--- src/rtl/push_requester.sv ---
// push_requester
//   Initiator side of the transpush/sequen toggle handshake. A bouncy player
//   button is synchronized and debounced; each debounced press raises one
//   transpush request that is held until the responder flips sequen (or a
//   timeout expires). The FSM then waits for the button to be released
//   before it will accept another press, so a long hold yields one request.
//
// Ports
//   clk          system clock, rising edge
//   rst          asynchronous active-low reset
//   btn_raw      raw push-button level, asynchronous to clk
//   sequen       toggle state returned by the responder, asynchronous
//   transpush    registered request to the responder
//   busy         registered, high whenever the FSM is not idle
//   timeout_err  registered sticky flag: last request was not acknowledged
//   push_count   registered saturating count of acknowledged requests
module push_requester #(
   parameter int DEBOUNCE_CYCLES = 4,
   parameter int TIMEOUT_CYCLES  = 16,
   parameter int COUNT_W         = 8
) (
   input  logic               clk,
   input  logic               rst,
   input  logic               btn_raw,
   input  logic               sequen,
   output logic               transpush,
   output logic               busy,
   output logic               timeout_err,
   output logic [COUNT_W-1:0] push_count
);

   localparam int DB_W  = (DEBOUNCE_CYCLES > 1) ? $clog2(DEBOUNCE_CYCLES) : 1;
   localparam int TMO_W = $clog2(TIMEOUT_CYCLES);

   typedef enum logic [1:0] {
      IDLE    = 2'd0,
      ASSERT  = 2'd1,
      HOLDOFF = 2'd2
   } state_t;

   // ------------------------------------------------------------------
   // Two-flop synchronizers: bit 0 = button, bit 1 = sequen
   // ------------------------------------------------------------------
   logic [1:0] sync_in;
   logic [1:0] sync_out;

   assign sync_in = {sequen, btn_raw};

   genvar gi;
   generate
      for (gi = 0; gi < 2; gi++) begin : g_sync
         logic s1_reg;
         logic s2_reg;

         always_ff @(posedge clk or negedge rst) begin
            if (!rst) begin
               s1_reg <= 1'b0;
               s2_reg <= 1'b0;
            end else begin
               s1_reg <= sync_in[gi];
               s2_reg <= s1_reg;
            end
         end

         assign sync_out[gi] = s2_reg;
      end
   endgenerate

   logic btn_s;
   logic seq_s;

   assign btn_s = sync_out[0];
   assign seq_s = sync_out[1];

   // ------------------------------------------------------------------
   // Debounce: the debounced level follows btn_s only after btn_s has
   // disagreed with it for DEBOUNCE_CYCLES consecutive cycles.
   // ------------------------------------------------------------------
   logic [DB_W-1:0] db_cnt_reg;
   logic            btn_db_reg;
   logic            btn_db_d_reg;
   logic            press;

   always_ff @(posedge clk or negedge rst) begin
      if (!rst) begin
         db_cnt_reg   <= '0;
         btn_db_reg   <= 1'b0;
         btn_db_d_reg <= 1'b0;
      end else begin
         btn_db_d_reg <= btn_db_reg;
         if (btn_s == btn_db_reg) begin
            db_cnt_reg <= '0;
         end else if (db_cnt_reg == DB_W'(DEBOUNCE_CYCLES - 1)) begin
            btn_db_reg <= btn_s;
            db_cnt_reg <= '0;
         end else begin
            db_cnt_reg <= db_cnt_reg + 1'b1;
         end
      end
   end

   // One-cycle pulse on the debounced rising edge
   assign press = btn_db_reg & ~btn_db_d_reg;

   // ------------------------------------------------------------------
   // Request FSM with registered Moore outputs
   // ------------------------------------------------------------------
   state_t             state_reg;
   logic               seq_ref_reg;
   logic [TMO_W-1:0]   tmo_cnt_reg;
   logic               transpush_reg;
   logic               busy_reg;
   logic               timeout_err_reg;
   logic [COUNT_W-1:0] push_count_reg;

   always_ff @(posedge clk or negedge rst) begin
      if (!rst) begin
         state_reg       <= IDLE;
         seq_ref_reg     <= 1'b0;
         tmo_cnt_reg     <= '0;
         transpush_reg   <= 1'b0;
         busy_reg        <= 1'b0;
         timeout_err_reg <= 1'b0;
         push_count_reg  <= '0;
      end else begin
         case (state_reg)
            IDLE: begin
               if (press) begin
                  // Remember the responder's current toggle state; any
                  // change from it while asserting is the acknowledge.
                  seq_ref_reg   <= seq_s;
                  tmo_cnt_reg   <= '0;
                  state_reg     <= ASSERT;
                  transpush_reg <= 1'b1;
                  busy_reg      <= 1'b1;
               end
            end

            ASSERT: begin
               tmo_cnt_reg <= tmo_cnt_reg + 1'b1;
               // Acknowledge is tested first so it wins a same-cycle tie
               if (seq_s != seq_ref_reg) begin
                  if (push_count_reg != {COUNT_W{1'b1}}) begin
                     push_count_reg <= push_count_reg + 1'b1;
                  end
                  timeout_err_reg <= 1'b0;
                  state_reg       <= HOLDOFF;
                  transpush_reg   <= 1'b0;
               end else if (tmo_cnt_reg == TMO_W'(TIMEOUT_CYCLES - 1)) begin
                  timeout_err_reg <= 1'b1;
                  state_reg       <= HOLDOFF;
                  transpush_reg   <= 1'b0;
               end
            end

            HOLDOFF: begin
               // Wait for release so a long hold cannot re-trigger
               if (!btn_db_reg) begin
                  state_reg <= IDLE;
                  busy_reg  <= 1'b0;
               end
            end

            default: begin
               state_reg     <= IDLE;
               transpush_reg <= 1'b0;
               busy_reg      <= 1'b0;
            end
         endcase
      end
   end

   assign transpush   = transpush_reg;
   assign busy        = busy_reg;
   assign timeout_err = timeout_err_reg;
   assign push_count  = push_count_reg;

endmodule

--- config.mk ---
export PLATFORM = sky130hd
export DESIGN_NAME = push_requester
export DESIGN_NICKNAME = d
export VERILOG_FILES = /design/src/rtl/push_requester.sv
export SDC_FILE = /design/constraint.sdc
export NUM_CORES = 1
export LEC_CHECK = 0
export ABC_AREA = 0
export BUFFER_PORTS_ARGS = -buffer_cell sky130_fd_sc_hd__buf_2
export CAP_MARGIN = 20
export CORE_UTILIZATION = 59
export DETAILED_ROUTE_END_ITERATION = 8
export GPL_ROUTABILITY_DRIVEN = 0
export PLACE_DENSITY = 0.79
export RECOVER_POWER = 50
export SETUP_SLACK_MARGIN = 0.05
export SLEW_MARGIN = 10
export SYNTH_ARGS = -nofsm -noshare
export SYNTH_HDL_FRONTEND = slang
export SYNTH_SLANG_ARGS = --single-unit
--- constraint.sdc ---
create_clock -name clk -period 3.4 [get_ports clk]
set_clock_uncertainty 0.2 [all_clocks]
set_input_delay 0.17 -clock clk [delete_from_list [all_inputs] [get_ports clk]]
set_output_delay 0.17 -clock clk [all_outputs]
set_load 0.02 [all_outputs]
==> results of run 1 <==
==> synthesized netlist by cell type, types with 2 or more instances <==
library cell	count	area share [%]
dfrtp_1	26	56
nor2b_4	2	2.4
nand3_1	5	2.2
mux2_2	4	3.9
a22o_1	3	2.3
and3_1	2	1.1
nor2b_1	2	1.1
xor2_1	4	3.0
a21oi_1	4	1.7
o21ai_0	4	1.7
inv_1	2	0.65
nand2b_1	2	1.1
nor3_1	3	1.3
ha_1	3	3.2
and3_2	2	1.3
nand2_1	5	1.6
xnor2_1	2	1.5
nor2_1	8	2.6
mux2_4	2	2.6
==> cell type report <==
class	instances	area [um^2]	share of cell area, %
Multi-Input combinational cell	68	489	37.2
Tap cell	25	31.3	2.38
Inverter	2	7.51	0.571
Clock buffer	4	36.3	2.76
Sequential cell	26	651	49.5
Timing Repair Buffer	17	98.8	7.52
==> layer usage <==
layer / routed length [um] / up-vias
li1: - / 379
met1: 867 / 382
met2: 942 / 11
met3: 48 / 2
met4: 12 / 0
met5: 0 / -
==> worst max-delay path, stage by stage (launching register included) <==
cell,delay [ps]
dfrtp_1,420
ha_1,290
nand3_1,100
nor2_1,300
nor2b_4,80
mux2_4,300
==> worst paths after layout <==
| path | from | to | slack (ps) | depth (start not counted) |
|---|---|---|---|---|
| max | push_count[0] | push_count[1] | 1610 | 5 |
| min | g_sync[0].s1_reg | btn_s | 160 | 0 |
| max reg2reg | push_count[0] | push_count[1] | 1610 | 5 |
| min reg2reg | g_sync[0].s1_reg | btn_s | 160 | 0 |
| max in group asynchronous | rst | push_count[7] | 1770 | 2 |
| min in group asynchronous | rst | busy | 450 | 2 |
==> per-stage QoR <==
step,setup WS [ps],utilization (%),std cells,hold slack (ps)
after global routing,1420,73.7,142,180
after CTS,1620,73.8,142,165
after floorplan,1610,-,98,-326
after global placement,1710,70.0,135,-11.8
after detailed placement,1650,70.0,135,-6.49
final,1610,73.7,142,162
==> power groups by stage <==
stage               logic (mW)  clock network, mW  registers [mW]
finish                   0.350              0.149           0.509
global route             0.395              0.164           0.529
CTS                      0.352              0.155           0.511
detailed placement       0.348                  0           0.516
global placement         0.338                  0           0.510
floorplan                0.258                  0           0.518
==> kinds of logic after synthesis <==
logic type	count (synthesis)	share of synthesized area, %
multiplexers	6	6.45
AO/OA/AOI/OAI	16	8.82
AND/OR/NAND/NOR	37	19.0
XOR/XNOR	6	4.52
adder cells (fa/ha/maj)	3	3.23
buffers and inverters	4	2.04
flip-flops	26	55.9
==> impl_results.md, run 1 <==
* Largest net degree at the start of global routing at 27
* Setup TNS at 0 ps
* FP Rows at 15
* Post-synth ARST share at 100%
* Clock latency on the worst-skew pair at 310 ps
* Design area at 0.00131 mm^2
* Top Usage Layer GRT: met2
* Core Area at 0.00178 mm^2
* Final Max Tran Viols at 0
* Max reg flops at 8
* Antenna diode count at 0
* Net Sw Frac at 37.2%
* Setup Crit Path Kind: reg -> reg
* Commonest non-fill, non-tap cell in the layout: dfrtp_1
* Number of DRC markers in iteration 0 at 14
* TritonCTS clock tree: yes
* Cell-internal power at 633 uW
* Met1 GRT Util at 26.9%
* Die Wd at 46.4 um
* Worst setup SP type: register
* Grt ovf at 0
* Die area at 0.00215 mm^2
* Count of cell types in the netlist at 32
* Root Buffer: clkbuf_4
* Clock Power Share at 14.8%
* Class of the worst hold path: reg -> reg
* Netlist Area Pre-Place at 0.00116 mm^2
* Antenna viol nets, final at 0
* Vias per Instance at 5.45
* CTS buffer count at 3
* I/O pins at 15
* Crit path capture type: register
* Synthesized area per cell at 11.9 um^2
* Met3 usage at 3.53%
* Outcome: finished, final reports clean
* Starting density of the core at 65.3%
* Top_reg_cell synth: dfrtp_1
* Fin nets at 125
* Fillers at 131
* Vias at 774
* Post-CTS Resized at 0
* Max-cap violation count at 0
* RSZ-0062 raised after global routing: false
* Hold Buf Count CTS at 3
* Syn Inst Count at 98
* Global-route usage over all layers at 20.8%
* PD cells at 767 mW/mm^2
* Dpl hpwl at 1320 um
* Crit-path max FO at 6
* Dpl cell area at 0.00125 mm^2
* Period minus WS final at 1790 ps
* YS warnings at 0
* Worst Path Arrival at 1810 ps
* Port buffer count at 14
* Max Fclk at 558 MHz
* Post-DR wirelength/cell at 13.2 um
* Final hold vios at 0
* Worst vdd ir at 0.518 mV
* Final setup viols at 0
* DRC viols at 0
* Combinational fraction of design power at 34.7%
* Post-synth EDFFs at 0
* Drt total wl at 1870 um
* Initial antenna violation count at 0
* Required @ worst endpoint at 3420 ps
* Slew @ Worst Pin at 1320 ps
* Clock buffer depth at 2
* P&R area growth vs syn at 12.9%
* Period utilisation layout at 52.7%
* Vias in the first global route at 768
* Postcts setup bufs at 0
* First-pass GRT wire length at 3150 um
* Max transition margin at 12.0%
* Part of the power in registers at 50.5%
* Syn nets at 105
* Seq cells post-synth at 26
* Final Power at 1.01 mW
* Clk sinks at 26
* Static leakage at 0.661 nW
* Share of cells above drive strength 1 at 25.6%
* P_sw at 375 uW
* Drt first pass iters at 4
* Met2 Usage GRT at 33.9%
* Register area share after synthesis at 55.9%
* Maximum level of the CTS H-tree at 1
* Most frequent cells in the layout: dfrtp_1 (26), buf_2 (13), nor2_1 (8)
* Chip height at 46.4 um
* Clk pin slew, worst setup/hold paths at 130 ps
(Power assumes the default switching activity.)
==> inputs of run 2 (changes only) <==
--- a/config.mk
+++ b/config.mk
@@ -5,13 +5,13 @@
 export SDC_FILE = /design/constraint.sdc
 export NUM_CORES = 1
 export LEC_CHECK = 0
-export ABC_AREA = 0
+export ABC_AREA = 1
 export BUFFER_PORTS_ARGS = -buffer_cell sky130_fd_sc_hd__buf_2
 export CAP_MARGIN = 20
-export CORE_UTILIZATION = 59
+export CORE_UTILIZATION = 50
 export DETAILED_ROUTE_END_ITERATION = 8
 export GPL_ROUTABILITY_DRIVEN = 0
-export PLACE_DENSITY = 0.79
+export PLACE_DENSITY = 0.71
 export RECOVER_POWER = 50
 export SETUP_SLACK_MARGIN = 0.05
 export SLEW_MARGIN = 10
==> constraint.sdc (replaced) <==
create_clock -name clk -period 1.52 [get_ports clk]
set_clock_uncertainty 0.2 [all_clocks]
set_input_delay 0.076 -clock clk [delete_from_list [all_inputs] [get_ports clk]]
set_output_delay 0.076 -clock clk [all_outputs]
set_load 0.02 [all_outputs]
==> impl_results.md, run 2 <==
* Outcome: finished, final reports clean
* Post-synth top cells: nand2_1 (49), dfrtp_1 (26), nand3_1 (16)
* Crit path capture type: register
* Syn nets at 151 (+44%)
* Max-cap violation count at 0 (unchanged)
* CTS buffer count at 3 (unchanged)
* Fillers at 206 (+57%)
* Yosys top cell by area: dfrtp_1
* Initial antenna violation count at 0 (unchanged)
* Final Power at 2.27 mW (+120%)
* Antenna viol nets, final at 0 (unchanged)
* Root Buffer: clkbuf_4
* Setup TNS at 0 ps (unchanged)
* Fin nets at 177 (+42%)
* Final Worst Setup Slack at 142 ps (-1470 ps)
* Static leakage at 0.794 nW (+20%)
* Design area at 0.00147 mm^2 (+12%)
* Final setup viols at 0 (unchanged)
* Clock buffer depth at 2 (unchanged)
* Die area at 0.00272 mm^2 (+26%)
* Dpl cell area at 0.00138 mm^2 (+10%)
* Vias in the first global route at 913 (+19%)
* Clk pin slew, worst setup/hold paths at 140 ps (about the same)
* Maximum level of the CTS H-tree at 1 (unchanged)
* Register-to-register setup slack at 140 ps (-1470 ps)
* Antenna diode count at 0 (unchanged)
* DRC viols at 0 (unchanged)
* RR Startpoint: push_count[0]
* Port buffer count at 14 (unchanged)
* Class of the worst hold path: in -> async
* Post-synth ARST share at 100% (unchanged)
* Max Fclk at 726 MHz (+30%)
* Slew @ Worst Pin at 612 ps (-708 ps)
* Number of DRC markers in iteration 0 at 13 (-1)
* Setup Crit Path Kind: reg -> reg
* RSZ-0062 raised after global routing: true
* Core Area at 0.00230 mm^2 (+29%)
* Required @ worst endpoint at 1550 ps (-1870 ps)
* Multi-input logic area at 559 um^2 (+14%)
* Top_reg_cell synth: dfrtp_1
* Die Wd at 52.2 um (+12%)
* TritonCTS clock tree: yes
* Worst slack at placement at 64.5 ps (-1580 ps)
* Register area share after synthesis at 51.7% (-4.2 points)
* Crit-path max FO at 8 (+2)
* Number of cells on the worst reg-to-reg path at 7 (+2)
* Drt first pass iters at 4 (unchanged)
* Largest net degree at the start of global routing at 27 (unchanged)
* Count of cell types in the netlist at 25 (-22%)
* Final Max Tran Viols at 0 (unchanged)
* Post-synth EDFFs at 0 (unchanged)
* First-pass GRT wire length at 3820 um (+21%)
* I/O pins at 15 (unchanged)
* Global-route usage over all layers at 19.7% (-1.1 points)
* Netlist Area Pre-Place at 0.00126 mm^2 (+8.2%)
* Clk sinks at 26 (unchanged)
* Worst vdd ir at 1.17 mV (+130%)
* Syn Inst Count at 144 (+47%)
* Most frequent cells in the layout: nand2_1 (48), dfrtp_1 (23), nand3_1 (16)
* Seq cells post-synth at 26 (unchanged)
* Vias at 987 (+28%)
* Grt ovf at 0 (unchanged)
* Max transition margin at 59.2% (+47 points)
* Worst Path Arrival at 1400 ps (-410 ps)
* Critical R2R Capture: push_count[1]
* Synth top area share at 51.7% (-4.2 points)
* Worst setup SP type: register
* Dpl hpwl at 1560 um (+18%)
* Clock latency on the worst-skew pair at 320 ps (about the same)
* Vias per Instance at 5.01 (-8.1%)
* FP Rows at 17 (+2)
* Period utilisation layout at 90.7% (+38 points)
* Period minus WS final at 1380 ps (-413 ps)
* Synth top area cells: dfrtp_1 (52%), nand2_1 (15%), nand3_1 (6.4%)
* Synthesized area per cell at 8.74 um^2 (-26%)
* Starting density of the core at 54.8% (-10 points)
* P&R area growth vs syn at 16.5%
* Register area at 654 um^2 (+0.58%)
* Most common cell in the netlist: nand2_1
* Share of cells above drive strength 1 at 24.9% (-0.79 points)
* Chip height at 52.2 um (+12%)
* Post-DR wirelength/cell at 10.6 um (-20%)
* Max reg flops at 8 (unchanged)
* PD cells at 1550 mW/mm^2 (+100%)
* Final hold vios at 0 (unchanged)
* YS warnings at 0 (unchanged)
* Commonest non-fill, non-tap cell in the layout: nand2_1
* Drt total wl at 2090 um (+12%)
## run 2: cell types whose count changed in the layout (fill, tap and decap cells not counted), moves of 3 or more
cell	before	now
buf_4	0	4
dfrtp_1	26	23
xor2_1	4	1
mux2_2	4	0
inv_1	2	10
nand3_1	5	16
nand2_1	5	48
dfrtp_2	0	3
nor2_1	8	11
a22o_1	3	0
inv_2	0	4
## run 2: power breakdown
part           total (mW)  leakage [nW]  switching, mW  internal, mW
Combinational       0.895         0.449          0.547         0.348
Clock               0.294        0.0150          0.191         0.103
Sequential           1.08         0.330          0.180         0.898
## run 2: worst max-delay path, stage by stage (launching register included)
cell,delay (ps)
dfrtp_2,430
ha_2,200
nand2_4,90
inv_2,60
nand3b_4,100
nand2_4,90
nand2_1,60
nand2_1,50
## run 2: worst max-delay path by stage
stage                          to  depth (start not counted)  slack, ps           from
finish              push_count[1]                          7        140  push_count[0]
floorplan           push_count[4]                          7         60  push_count[0]
global placement    push_count[7]                          7        110  push_count[1]
global route        push_count[2]                          7         40   state_reg[0]
detailed placement  push_count[1]                          7         60  push_count[1]
CTS                 push_count[1]                          7         50  push_count[0]
## run 2: cells by family after synthesis
logic type,share of synthesized area [%]
flops,51.7
xor+xnor,1.39
compound gates,3.18
fa+ha+maj,2.98
simple gates,35.9
buf+inv,4.87
## run 2: through the flow
stage	hold slack [ps]	util, %	std cells
2_1_floorplan	-420	-	144
3_3_place_gp	-99.2	59.9	187
3_5_place_dp	-93.0	59.9	187
4_1_cts	72.2	62.7	195
5_1_grt	137	63.8	197
6_report	77.8	63.8	197
## run 2: layout make-up
class | count | area share (%)
Clock buffer | 4 | 1.79
Inverter | 15 | 4.18
Multi-Input combinational cell | 103 | 38.1
Sequential cell | 26 | 44.6
Tap cell | 28 | 2.39
Timing Repair Buffer | 21 | 8.87
## run 2: timing repair
| item | CTS | global route |
|---|---|---|
| gates resized for setup | 0 | 5 |
| hold buffers | 3 | 0 |
| buffers inserted | 1 | 2 |
| gates cloned | 0 | 0 |
| pin swaps | 0 | 1 |
| endpoints found under the setup margin | 2 | 9 |
| endpoints found under the hold margin | 28 | 0 |
## run 2: layer usage
| metal | vias to the layer above | share of wire, % | GRT usage [%] | routed length, um |
|---|---|---|---|---|
| met1 | 457 | 52 | 26.2 | 1090 |
| met3 | 4 | 2.2 | 3.48 | 46 |
| met2 | 15 | 43 | 31.2 | 907 |
| met5 | - | 0 | 0 | 0 |
| met4 | 0 | 1.8 | 9.21 | 38 |
| li1 | 511 | - | - | - |
